--- src/rtl/addsub4_pkg.sv ---
// Shared definitions for the AddSub4 self-test: sweep sizing, FSM encoding and
// the golden adder/subtractor function.
package addsub4_pkg;

  localparam int unsigned VEC_W   = 9;
  localparam int unsigned NUM_VEC = 512;
  localparam int unsigned ERR_W   = 10;

  localparam logic [VEC_W-1:0] LAST_VEC = 9'(NUM_VEC - 1);
  localparam logic [ERR_W-1:0] ERR_MAX  = '1;

  typedef logic [1:0] state_t;
  localparam state_t ST_IDLE  = 2'd0;
  localparam state_t ST_DRIVE = 2'd1;
  localparam state_t ST_CHECK = 2'd2;
  localparam state_t ST_DONE  = 2'd3;

  // Returns {cout, sum}; subtract is a + ~b + 1, so cout=1 means no borrow (a >= b).
  function automatic logic [4:0] addsub4_ref(input logic [3:0] a, input logic [3:0] b,
                                             input logic sel);
    logic [4:0] r;
    if (sel) r = {1'b0, a} + {1'b0, ~b} + 5'd1;
    else     r = {1'b0, a} + {1'b0, b};
    return r;
  endfunction

endpackage

--- src/rtl/addsub4_selftest_if.sv ---
// Operand/response bus between the self-test engine and the AddSub4 under test.
interface addsub4_selftest_if;
  logic [3:0] dut_a;
  logic [3:0] dut_b;
  logic       dut_sel;
  logic       dut_cout;
  logic [3:0] dut_sum;

  // Self-test side: drives operands, samples the response.
  modport master (output dut_a, dut_b, dut_sel, input dut_cout, dut_sum);
  // AddSub4 side.
  modport slave (input dut_a, dut_b, dut_sel, output dut_cout, dut_sum);
endinterface

--- src/rtl/addsub4_ref_model.sv ---
// Combinational golden model: expected {cout, sum} for a packed {sel, a, b} vector.
module addsub4_ref_model
  import addsub4_pkg::*;
(
  input  logic [VEC_W-1:0] vec_i,
  output logic [4:0]       exp_o
);

  assign exp_o = addsub4_ref(vec_i[7:4], vec_i[3:0], vec_i[8]);

endmodule

--- src/rtl/addsub4_selftest.sv ---
// Exhaustive on-chip sweep of an AddSub4: drives all 512 {sel, a, b} vectors,
// holds each for SETTLE_CYCLES, compares the response with the golden model
// and reports the mismatch count and first failing vector.
//
// state | meaning
// IDLE  | waiting for the first start after reset
// DRIVE | current vector on the bus, settle timer running
// CHECK | response sampled and compared, advance or finish
// DONE  | results held until start or reset
module addsub4_selftest
  import addsub4_pkg::*;
#(
  parameter int unsigned SETTLE_CYCLES = 1,
  parameter bit          STOP_ON_FAIL  = 1'b0
) (
  input  logic                clk,
  input  logic                rst_n,
  input  logic                start,
  addsub4_selftest_if.master  dut,
  output logic                busy,
  output logic                done,
  output logic                pass,
  output logic [ERR_W-1:0]    err_count,
  output logic                first_fail_valid,
  output logic [VEC_W-1:0]    first_fail_vec
);

  localparam logic [3:0] HOLD_INIT = 4'(SETTLE_CYCLES - 1);

  state_t           state_q, state_d;
  logic [VEC_W-1:0] vec_q;
  logic [3:0]       hold_q;
  logic [ERR_W-1:0] err_q;
  logic             ffv_q;
  logic [VEC_W-1:0] ffvec_q;
  logic             busy_q, done_q, pass_q;

  logic [4:0] exp_w;
  logic       load_sweep, hold_expired, mismatch, last_vec, enter_drive;

  addsub4_ref_model u_ref (
    .vec_i (vec_q),
    .exp_o (exp_w)
  );

  // FSM state register.
  always_ff @(posedge clk or negedge rst_n) begin
    if (!rst_n) state_q <= ST_IDLE;
    else        state_q <= state_d;
  end

  // FSM next-state logic; start is only honoured from IDLE or DONE.
  always_comb begin
    state_d = state_q;
    case (state_q)
      ST_IDLE:  if (start) state_d = ST_DRIVE;
      ST_DRIVE: if (hold_expired) state_d = ST_CHECK;
      ST_CHECK: begin
        if ((mismatch && STOP_ON_FAIL) || last_vec) state_d = ST_DONE;
        else                                        state_d = ST_DRIVE;
      end
      ST_DONE:  if (start) state_d = ST_DRIVE;
      default:  state_d = ST_IDLE;
    endcase
  end

  // FSM output decode: strobes steering the datapath registers.
  always_comb begin
    load_sweep   = ((state_q == ST_IDLE) || (state_q == ST_DONE)) && start;
    hold_expired = (state_q == ST_DRIVE) && (hold_q == 4'd0);
    mismatch     = (state_q == ST_CHECK) && ({dut.dut_cout, dut.dut_sum} != exp_w);
    last_vec     = (vec_q == LAST_VEC);
    enter_drive  = (state_d == ST_DRIVE) && (state_q != ST_DRIVE);
  end

  // Vector index and settle down-counter.
  always_ff @(posedge clk or negedge rst_n) begin
    if (!rst_n) begin
      vec_q  <= '0;
      hold_q <= '0;
    end else begin
      if (load_sweep)                                          vec_q <= '0;
      else if ((state_q == ST_CHECK) && (state_d == ST_DRIVE)) vec_q <= vec_q + 9'd1;
      if (enter_drive)                              hold_q <= HOLD_INIT;
      else if ((state_q == ST_DRIVE) && !hold_expired) hold_q <= hold_q - 4'd1;
    end
  end

  // Mismatch counting and first-failure capture.
  always_ff @(posedge clk or negedge rst_n) begin
    if (!rst_n) begin
      err_q   <= '0;
      ffv_q   <= 1'b0;
      ffvec_q <= '0;
    end else if (load_sweep) begin
      err_q   <= '0;
      ffv_q   <= 1'b0;
      ffvec_q <= '0;
    end else if (mismatch) begin
      if (err_q != ERR_MAX) err_q <= err_q + 10'd1;
      if (!ffv_q) begin
        ffv_q   <= 1'b1;
        ffvec_q <= vec_q;
      end
    end
  end

  // Status flags; done/pass publish one cycle after entering DONE.
  always_ff @(posedge clk or negedge rst_n) begin
    if (!rst_n) begin
      busy_q <= 1'b0;
      done_q <= 1'b0;
      pass_q <= 1'b0;
    end else if (load_sweep) begin
      busy_q <= 1'b1;
      done_q <= 1'b0;
      pass_q <= 1'b0;
    end else if (state_q == ST_DONE) begin
      busy_q <= 1'b0;
      done_q <= 1'b1;
      pass_q <= (err_q == '0);
    end
  end

  assign dut.dut_sel      = vec_q[8];
  assign dut.dut_a        = vec_q[7:4];
  assign dut.dut_b        = vec_q[3:0];
  assign busy             = busy_q;
  assign done             = done_q;
  assign pass             = pass_q;
  assign err_count        = err_q;
  assign first_fail_valid = ffv_q;
  assign first_fail_vec   = ffvec_q;

endmodule

--- src/flat_wrapper.sv ---
// flat-port wrapper written by rule: the top's interface ports become plain ports
module addsub4_selftest_flat import addsub4_pkg::*;
#(
  parameter int unsigned SETTLE_CYCLES = 1,
  parameter bit          STOP_ON_FAIL  = 1'b0
)
  (clk, rst_n, start, busy, done, pass, err_count, first_fail_valid, first_fail_vec, dut_dut_a, dut_dut_b, dut_dut_sel, dut_dut_cout, dut_dut_sum);
  addsub4_selftest_if dut_i ();
  input  logic clk;
  input  logic rst_n;
  input  logic start;
  output logic busy;
  output logic done;
  output logic pass;
  output logic [ERR_W-1:0] err_count;
  output logic first_fail_valid;
  output logic [VEC_W-1:0] first_fail_vec;
  output wire logic [$bits(dut_i.dut_a)-1:0] dut_dut_a;
  output wire logic [$bits(dut_i.dut_b)-1:0] dut_dut_b;
  output wire logic [$bits(dut_i.dut_sel)-1:0] dut_dut_sel;
  input wire logic [$bits(dut_i.dut_cout)-1:0] dut_dut_cout;
  input wire logic [$bits(dut_i.dut_sum)-1:0] dut_dut_sum;
  assign dut_dut_a = dut_i.dut_a;
  assign dut_dut_b = dut_i.dut_b;
  assign dut_dut_sel = dut_i.dut_sel;
  assign dut_i.dut_cout = dut_dut_cout;
  assign dut_i.dut_sum = dut_dut_sum;
  addsub4_selftest #(.SETTLE_CYCLES(SETTLE_CYCLES), .STOP_ON_FAIL(STOP_ON_FAIL)) u_core (.clk(clk), .rst_n(rst_n), .start(start), .dut(dut_i), .busy(busy), .done(done), .pass(pass), .err_count(err_count), .first_fail_valid(first_fail_valid), .first_fail_vec(first_fail_vec));
endmodule
--- config.mk ---
export PLATFORM = sky130hd
export DESIGN_NAME = addsub4_selftest_flat
export DESIGN_NICKNAME = d
export VERILOG_FILES = /design/src/rtl/addsub4_pkg.sv /design/src/rtl/addsub4_selftest_if.sv /design/src/rtl/addsub4_ref_model.sv /design/src/rtl/addsub4_selftest.sv /design/src/flat_wrapper.sv
export SDC_FILE = /design/constraint.sdc
export NUM_CORES = 1
export LEC_CHECK = 0
export BUFFER_PORTS_ARGS = -buffer_cell sky130_fd_sc_hd__buf_2
export CAP_MARGIN = 20
export CORE_MARGIN = 4
export CORE_UTILIZATION = 35
export DETAILED_ROUTE_END_ITERATION = 8
export PLACE_DENSITY = 0.64
export SLEW_MARGIN = 10
export SYNTH_ARGS = -nofsm -noshare
export SYNTH_HDL_FRONTEND = slang
export SYNTH_SLANG_ARGS = --single-unit
--- constraint.sdc ---
create_clock -name clk -period 4 [get_ports clk]
set_clock_uncertainty 0.2 [all_clocks]
set_input_delay 0.4 -clock clk [delete_from_list [all_inputs] [get_ports clk]]
set_output_delay 0.4 -clock clk [all_outputs]
set_load 0.005 [all_outputs]
* Word level (Yosys, flattened, before mapping)
Index checks and enable logic that the tools add are counted.
Word-level totals: register bits 38, bits of input ports 8, output and inout port bits 32
Operators by class: add/sub/neg operators 6, equal/unequal tests 9, multiplexer cells 23, bitwise logic cells 1, reduce and logical (&&, ||, !) cells 19
Operators by type and width (count):
- 9-bit two-way mux | 5
- 10-bit two-way mux | 3
- 10-bit by 1-bit adder with 10-bit output, second input constant | 1
- 4-bit by 4-bit adder with 5-bit output | 2
- 10-bit logical NOT | 1
- 10-bit inequality test, second input constant | 1
- 2-bit nonzero test | 5
- 9-bit by 1-bit adder with 9-bit output, second input constant | 1
- 9-bit equality test, second input constant | 1
- 1-bit two-way mux | 8
- 4-bit two-way mux | 2
- 1-bit logical AND | 6
- 2-bit two-way mux | 3
- 2-bit case mux with 3 select lines | 1
- 5-bit by 1-bit adder with 5-bit output, second input constant | 1
- 5-bit two-way mux | 1
- 5-bit inequality test | 1
- 2-bit by 1-bit equality test with 1-bit output, second input constant | 2
- 2-bit equality test, second input constant | 2
- 4-bit logical NOT | 1
- 4-bit NOT | 1
- 2-bit AND reduction | 2
- 4-bit by 1-bit subtractor with 4-bit output, second input constant | 1
- 2-bit logical NOT | 1
- other kinds (5) | 5

* Longest topological paths before layout
Gate-level depths: netlist of the first run.
word-level depth 8, gate-level depth with buffers 11

* Hierarchy
From an unflattened synthesis of the first run, not the netlist that was laid out.
Second synthesis, totals: cell total of the unflattened synthesis 256, area total of the unflattened synthesis 2338.5 µm²
Modules (own cells, without submodules):
- addsub4_selftest | times used 1, cells each 219, area each 2037.0 µm², sequential area each 950.9 µm²
- addsub4_ref_model | times used 1, cells each 37, area each 301.5 µm², sequential area each 0.0 µm²

* Worst setup path before layout of the first run
Ideal clock, no wire load.
path type register to register, start point register u_core.vec_q[0], end point register u_core.ffvec_q[1] (netlist: u_core.first_fail_vec[1]), library setup time 132 ps, arrival 2659 ps, slack 1009 ps, cell stages (with the launch flop) 11, buffers on the path 1, clock period less this slack 2991 ps, path through dfrtp_1 ha_1 fa_1 mux2i_1 xor2_1 or4b_4 nor3b_4 a211oi_1 buf_4 mux2i_1 nor2_1
Between the ends: longest elaborated chain between the ends 8, elaborated cells between the ends (all ways) 9, classes of those cells add/sub: 3; eq/ne: 1; mux: 1; bitwise: 1; reduce/logical: 3
Ends and longest elaborated chain:
- start, declared | line addsub4_selftest.sv:31 | logic [VEC_W-1:0] vec_q;
- start signal, assigned | line addsub4_selftest.sv:83 | else if ((state_q == ST_CHECK) && (state_d == ST_DRIVE)) vec_q <= vec_q + 9'd1;
- 4-bit NOT | line addsub4_pkg.sv:22 | if (sel) r = {1'b0, a} + {1'b0, ~b} + 5'd1;
- 4-bit by 4-bit adder with 5-bit output | line addsub4_pkg.sv:22
- 5-bit by 1-bit adder with 5-bit output | line addsub4_pkg.sv:22
- 5-bit two-way mux (*) | line addsub4_pkg.sv:22
- 5-bit inequality test (*) | line addsub4_selftest.sv:71 | mismatch = (state_q == ST_CHECK) && ({dut.dut_cout, dut.dut_sum} != exp_w);
- 1-bit logical AND (*) | line addsub4_selftest.sv:71
- 2-bit nonzero test (no line) (*)
- 2-bit AND reduction (no line) (*)
- end signal, assigned | line addsub4_selftest.sv:103 | ffvec_q <= vec_q;
- end, declared | line addsub4_selftest.sv:35 | logic [VEC_W-1:0] ffvec_q;
Every way passes the cells marked *; elsewhere a longest branch is shown, timed or not. A chain may end at the register's enable or synchronous reset.

* Worst setup path in the final report of the first run
start point register u_core.vec_q[0], end point register u_core.err_q[6] (netlist: u_core.err_count[6])
Between the ends: longest elaborated chain between the ends 8, elaborated cells between the ends (all ways) 9, classes of those cells add/sub: 3; eq/ne: 1; mux: 1; bitwise: 1; reduce/logical: 3
Ends and longest elaborated chain:
- 4-bit NOT | line addsub4_pkg.sv:22
- 4-bit by 4-bit adder with 5-bit output | line addsub4_pkg.sv:22
- 5-bit by 1-bit adder with 5-bit output | line addsub4_pkg.sv:22
- 5-bit two-way mux (*) | line addsub4_pkg.sv:22
- 5-bit inequality test (*) | line addsub4_selftest.sv:71
- 1-bit logical AND (*) | line addsub4_selftest.sv:71
- 2-bit nonzero test (no line) (*)
- 2-bit AND reduction (no line) (*)
- end signal, assigned | line addsub4_selftest.sv:100 | if (err_q != ERR_MAX) err_q <= err_q + 10'd1;
- end, declared | line addsub4_selftest.sv:33 | logic [ERR_W-1:0] err_q;
Marks and branches as above.

==> flow_metrics.tcl, run 1 <==
set metrics [dict create \
    yosys_warnings 0 \
    cpMaxStageDelayCell "or4b_4" \
    rows 29 \
    die-height_um 89.0 \
    vias 1877 \
    synth_area_per_cell_um2 9.48 \
    synthMuxAreaShare_pct 4.80 \
    pin_count 40 \
    yosys_most_used_dff "dfrtp_1" \
    r2r_slack_ps 780 \
    cts-root-buf "clkbuf_8" \
    insertion_delay_ps 290 \
    routed_wl_mm 5.19 \
    syn_nets 269 \
    netSwitchingFraction_pct 40.0 \
    place.gp.congestion 0.814 \
    power-per-cell-area_mw_per_mm2 478 \
    grt_max_degree 39 \
    synth_compound_area_share_pct 10.7 \
    ctsLongestPathBuffers 2 \
    tns_ps 0 \
    grt_setup_unrepaired "no" \
    power_frac_seq_pct 38.9 \
    synth-adder-area-share_pct 11.0 \
    grt_antenna_before_repair 0 \
    reg2reg_depth 9 \
    whs_ps 18.1 \
    track_usage_pct 14.3 \
    cp.arrival_ps 3240 \
    via_per_inst 5.20 \
    peakVddDrop_mv 0.230 \
    synth_top_area_cell "dfrtp_1" \
    post_cts_buffers 0 \
    nFillCells 610 \
    overflow 0 \
    drc 0 \
    worstPathRequired_ps 4030 \
    synth_edf_count 0 \
    regToRegEndpoint "u_core.err_count[6]" \
    cts_hold_buf 0 \
    setup-violations-final 0 \
    dieArea_mm2 0.00792 \
    grt_pass1_vias 1840 \
    syn_to_final_growth_pct 15.8 \
    wire_per_inst_um 14.4 \
    critPathMaxFanout 12 \
    synth-xor-area-share_pct 6.82 \
    layout.nets 310 \
    ys_types 43 \
    startpoint_type "flip-flop" \
    postRouteAntennaNets 0 \
    clkPwrFrac_pct 21.3 \
    slew_viol_final 0 \
    synth_top_area_share_pct 41.4 \
    hold_path_class "primary input to async pin" \
    die_x_um 89.0 \
    grt_first_pass_wirelength_mm 8.82 \
    synth-simple-area-share_pct 20.3 \
    netlist_top_cells_area "dfrtp_1 (41%), ha_1 (9.3%), nor2_1 (6.1%)" \
    ys_ff_latch 38 \
    crit_path_max_incr_delay_ps 550 \
    start_util_pct 36.1 \
    syn_area_mm2 0.00229 \
    worstSetupPathType "flip-flop to flip-flop" \
    relSlewSlack_pct 43.7 \
    clock_sinks 38 \
    cp-end-kind "flip-flop" \
    path_cells "ha_1, fa_1, mux2i_1, xor2_1, or4b_4, nor3b_4, a21oi_2, a211oi_1, a31o_1" \
    io_buffer_count 39 \
    fmax_ghz 0.311 \
    antenna_cells 0 \
    power.leakage_uw 0.00130 \
    drt_pass1_iterations 5 \
    ys_seq_area_share_pct 41.4 \
    internal_power_uw 762 \
    max_cap_violations 0 \
    status "finished clean" \
    finalHoldViolCount 0 \
    synth-async-reset-ratio_pct 100 \
    worst_slew_pin_slew_ps 845 \
    rr_startpoint "u_core.vec_q[0]" \
    synth_top_family_by_area "simple AND/OR/NAND/NOR gates" \
    htreeDepth 2 \
    fin_crit_sh_pct 80.4 \
    first_iter_violations 82 \
    hpwl_mm 3.81 \
    cts_buffers 5 \
    syn_inst 242 \
    coreArea_mm2 0.00635 \
    drive_gt1_share_pct 19.0 \
    post_cts_resized 0 \
    p_sw_uw 507 \
    combPwrFrac_pct 39.7 \
    final_common_cell "buf_2" \
    cts_tree "yes" \
    fin_crit_ps 3220 \
    crit_buf_inv 0 \
    clk_pin_slew_ps 70 \
    crit_family "simple AND/OR/NAND/NOR gates" \
    final_cell_mix "buf_2 (39), dfrtp_1 (38), nor2_1 (37)" \
]
==> synth_stat cells (3+ instances only) <==
library cell / instances
nand4_1: 8
a211oi_1: 3
clkbuf_1: 3
xor2_1: 5
nand2_1: 17
mux2i_1: 11
nor2_1: 37
ha_1: 17
a31oi_1: 3
dfrtp_1: 38
a21oi_1: 13
and3_1: 3
inv_1: 19
nand2b_1: 4
xnor2_1: 11
a31o_1: 4
nor3_1: 7
nand3_1: 6
==> state kept, by name (all words and copies together) (netlist names) <==
register and cells:
u_core.state_q 2, u_core.err_count 10, u_core.pass 1, u_core.vec_q 9
u_core.first_fail_vec 9, u_core.hold_q 4, u_core.busy 1, u_core.first_fail_valid 1
u_core.done 1
==> worst reg2reg max path: cells and delay by family (launching register included) <==
| kind | cells | cell delay (ps) |
|---|---|---|
| DFF | 1 | 480 |
| AOI/OAI and AO/OA | 3 | 640 |
| adders and majority gates | 2 | 750 |
| and+or+nand+nor | 2 | 870 |
| xor gates and xnor gates | 1 | 160 |
| muxes | 1 | 80 |
==> area by class of cell <==
type / instances / area [µm²] / share of cell area, %
Multi-Input combinational cell: 178 / 1240 / 46.5
Tap cell: 77 / 96.3 / 3.63
Timing Repair Buffer: 41 / 210 / 7.91
Clock inverter: 1 / 5.00 / 0.188
Inverter: 19 / 71.3 / 2.68
Clock buffer: 7 / 86.3 / 3.25
Sequential cell: 38 / 951 / 35.8
==> worst max-delay path by stage <==
stage	cells past startpoint	start	endpoint	slack, ps
after floorplan	10	u_core.vec_q[0]	u_core.first_fail_vec[1]	1010
after global placement	11	u_core.vec_q[0]	u_core.first_fail_vec[1]	840
after detailed placement	11	u_core.vec_q[4]	u_core.first_fail_vec[8]	810
after CTS	10	u_core.vec_q[0]	u_core.first_fail_vec[4]	790
after global routing	11	u_core.vec_q[4]	u_core.first_fail_vec[8]	580
final	9	u_core.vec_q[0]	u_core.err_count[6]	780
==> logic make-up (layout without fill, tap and decap cells) <==
group | Yosys count | after routing
AOI/OAI and AO/OA | 37 | 37
DFF | 38 | 38
xor gates and xnor gates | 17 | 17
muxes | 11 | 11
buffers and inverters | 26 | 68
adders and majority gates | 19 | 19
and+or+nand+nor | 94 | 94
==> stage by stage <==
step / power [µW] / std cells / setup slack [ps] / instance area, µm² / utilization, %
after detailed placement: 1010 / 353 / 812 / 2560 / 40.4
after global routing: 1390 / 361 / 577 / 2660 / 41.8
after floorplan: 864 / 242 / 1010 / 2290 / -
after CTS: 1290 / 361 / 788 / 2660 / 41.8
final: 1270 / 361 / 783 / 2660 / 41.8
after global placement: 996 / 353 / 839 / 2560 / 40.4
==> layer usage <==
layer  up-vias  wire [µm]  global-route usage, %
met2        58       2420                   23.0
li1        914          -                      -
met1       901       2400                   19.6
met3         4        322                   3.13
met5         -          0                      0
met4         0         45                   4.06
==> power by group through the flow <==
stage	sequential (µW)	clock, µW	combinational, µW
3_5_place_dp	502	0	508
5_1_grt	503	297	586
3_3_place_gp	498	0	498
6_report	495	271	504
4_1_cts	495	282	511
2_1_floorplan	490	0	374
Note: power is estimated with default switching activity, not from simulation.
==> run 2, diff against run 1 <==
==> constraint.sdc (replaced) <==
create_clock -name clk -period 3 [get_ports clk]
set_clock_uncertainty 0.2 [all_clocks]
set_input_delay 0.3 -clock clk [delete_from_list [all_inputs] [get_ports clk]]
set_output_delay 0.3 -clock clk [all_outputs]
set_load 0.005 [all_outputs]
==> run 2 against run 1 <==
Sequential share of layout area down 3.3 points. Power increased by 41%. Cell count is 6.9% higher. Setup slack worse by 740 ps. Utilization grew 4.2 points. Count of clock-buffer cells in the layout stayed put. First-iteration DRC count up 43%. Clock power is 33% higher. Routed wire length up 8.5%. Die area unchanged. Global-route usage is 0.73 points higher. Sequential power is 32% higher. Critical path type unchanged. Largest power group unchanged.
==> flow_metrics.tcl, run 2 (synthesized netlist as in run 1, its figures left out) <==
set metrics [dict create \
    wire_per_inst_um 14.6 \
    ctsLongestPathBuffers 2 \
    cpMaxStageDelayCell "or4b_4" \
    grt_antenna_before_repair 0 \
    pin_count 40 \
    cts-root-buf "clkbuf_8" \
    drt_pass1_iterations 6 \
    layout.nets 335 \
    max_cap_violations 0 \
    syn_to_final_growth_pct 27.4 \
    clk_pin_slew_ps 70 \
    crit_path_max_incr_delay_ps 500 \
    cts_tree "yes" \
    die-height_um 89.0 \
    setup-violations-final 0 \
    regToRegEndpoint "u_core.first_fail_vec[2]" \
    cp.arrival_ps 2930 \
    worstSetupPathType "flip-flop to flip-flop" \
    status "finished clean" \
    start_util_pct 36.1 \
    final_common_cell "buf_2" \
    place.gp.congestion 0.837 \
    slew_viol_final 0 \
    grt_setup_unrepaired "yes" \
    relSlewSlack_pct 41.3 \
    cp-end-kind "flip-flop" \
    hpwl_mm 4.08 \
    postRouteAntennaNets 0 \
    critPathMaxFanout 10 \
    routed_wl_mm 5.63 \
    rr_startpoint "u_core.vec_q[0]" \
    rows 29 \
    drive_gt1_share_pct 27.8 \
    grt_pass1_vias 1951 \
    hold_path_class "primary input to flip-flop" \
    min_from "start" \
    worstPathRequired_ps 2970 \
    clock_sinks 38 \
    track_usage_pct 15.1 \
    path_cells "ha_2, inv_2, fa_1, mux2i_1, xor2_1, or4b_4, nor3b_4, buf_6, a211oi_4, buf_12, mux2i_1, nor2_1" \
    power-per-cell-area_mw_per_mm2 614 \
    fin_crit_sh_pct 98.7 \
    grt_first_pass_wirelength_mm 9.28 \
    cts_buffers 5 \
    overflow 0 \
    fin_crit_ps 2960 \
    drc 0 \
    final_cell_mix "buf_2 (39), dfrtp_1 (38), nor2_1 (37)" \
    fin_cells 386 \
    cp_common_cell "mux2i_1" \
    coreArea_mm2 0.00635 \
    largest_reg_flops 10 \
    reg2reg_depth 12 \
    worstHoldEndpoint "u_core.state_q[0]" \
    dieArea_mm2 0.00792 \
    startpoint_type "flip-flop" \
    antenna_cells 0 \
    power.leakage_uw 0.00143 \
    worst_slew_pin_slew_ps 880 \
    via_per_inst 5.05 \
    r2r_slack_ps 40 \
    insertion_delay_ps 280 \
    fin_total_pwr_uw 1800 \
    first_iter_violations 117 \
    htreeDepth 2 \
    dp.cells 371 \
    fmax_ghz 0.338 \
    die_x_um 89.0 \
    grt_max_degree 39 \
    finalHoldViolCount 0 \
    worst_hold_path.num_cells 5 \
    io_buffer_count 39 \
    peakVddDrop_mv 0.288 \
    vias 1951 \
]
run 2: where the power goes:
| part | total (µW) | internal [µW] | switching (µW) | leakage [µW] |
|---|---|---|---|---|
| Sequential | 654 | 584 | 69.9 | 0.000518 |
| Combinational | 780 | 310 | 471 | 0.000868 |
| Clock | 361 | 186 | 176 | 0.0000482 |
run 2: final cells by class:
type,count,area [µm²]
Clock buffer,7,86.3
Clock inverter,1,5.00
Fill cell,602,3430
Inverter,19,71.3
Multi-Input combinational cell,179,1300
Sequential cell,38,951
Tap cell,77,96.3
Timing Repair Buffer,65,409
run 2: timing repair:
item / 4_1_cts / 5_1_grt
resized for setup: 7 / 8
hold buffers: 1 / 0
pin swaps: 6 / 8
setup endpoints to repair: 14 / 20
cloned: 0 / 1
endpoints found under the hold margin: 38 / 0
setup buffers: 2 / 3
run 2: worst max path at each step:
stage	start	endpoint	slack, ps	cells past startpoint
detailed placement	u_core.vec_q[0]	u_core.first_fail_vec[2]	-230	10
CTS	u_core.vec_q[4]	u_core.first_fail_vec[2]	-20	11
global route	u_core.vec_q[0]	u_core.first_fail_vec[5]	-90	12
floorplan	u_core.vec_q[0]	u_core.first_fail_vec[1]	9	10
finish	u_core.vec_q[0]	u_core.first_fail_vec[2]	40	12
global placement	u_core.vec_q[4]	u_core.first_fail_vec[1]	-70	10
run 2: critical path: cells and delay by family (launching register included):
kind,cells,cell delay (ps)
AO/OA/AOI/OAI,1,70
XOR/XNOR,1,160
adder cells (fa/ha/maj),2,670
buffers and inverters,3,350
flip-flops,1,440
multiplexers,2,220
AND/OR/NAND/NOR,3,740
run 2: per-layer routing:
metal	routed length, µm	vias up	GRT usage (%)
met2	2860	38	25.7
met1	2470	948	19.9
met4	29	0	3.25
met5	0	-	0
met3	271	4	3.04
li1	-	961	-
run 2: through the flow:
stage	instance area, µm²	utilization [%]	hold WS (ps)	setup WS (ps)	TNS [ps]
finish	2920	46.0	286	39.0	0
detailed placement	2700	42.5	261	-230	-1960
floorplan	2290	-	-196	8.78	0
CTS	2840	44.8	279	-16.1	-18.9
global route	2920	46.0	334	-85.7	-1140
global placement	2700	42.5	258	-69.2	-566
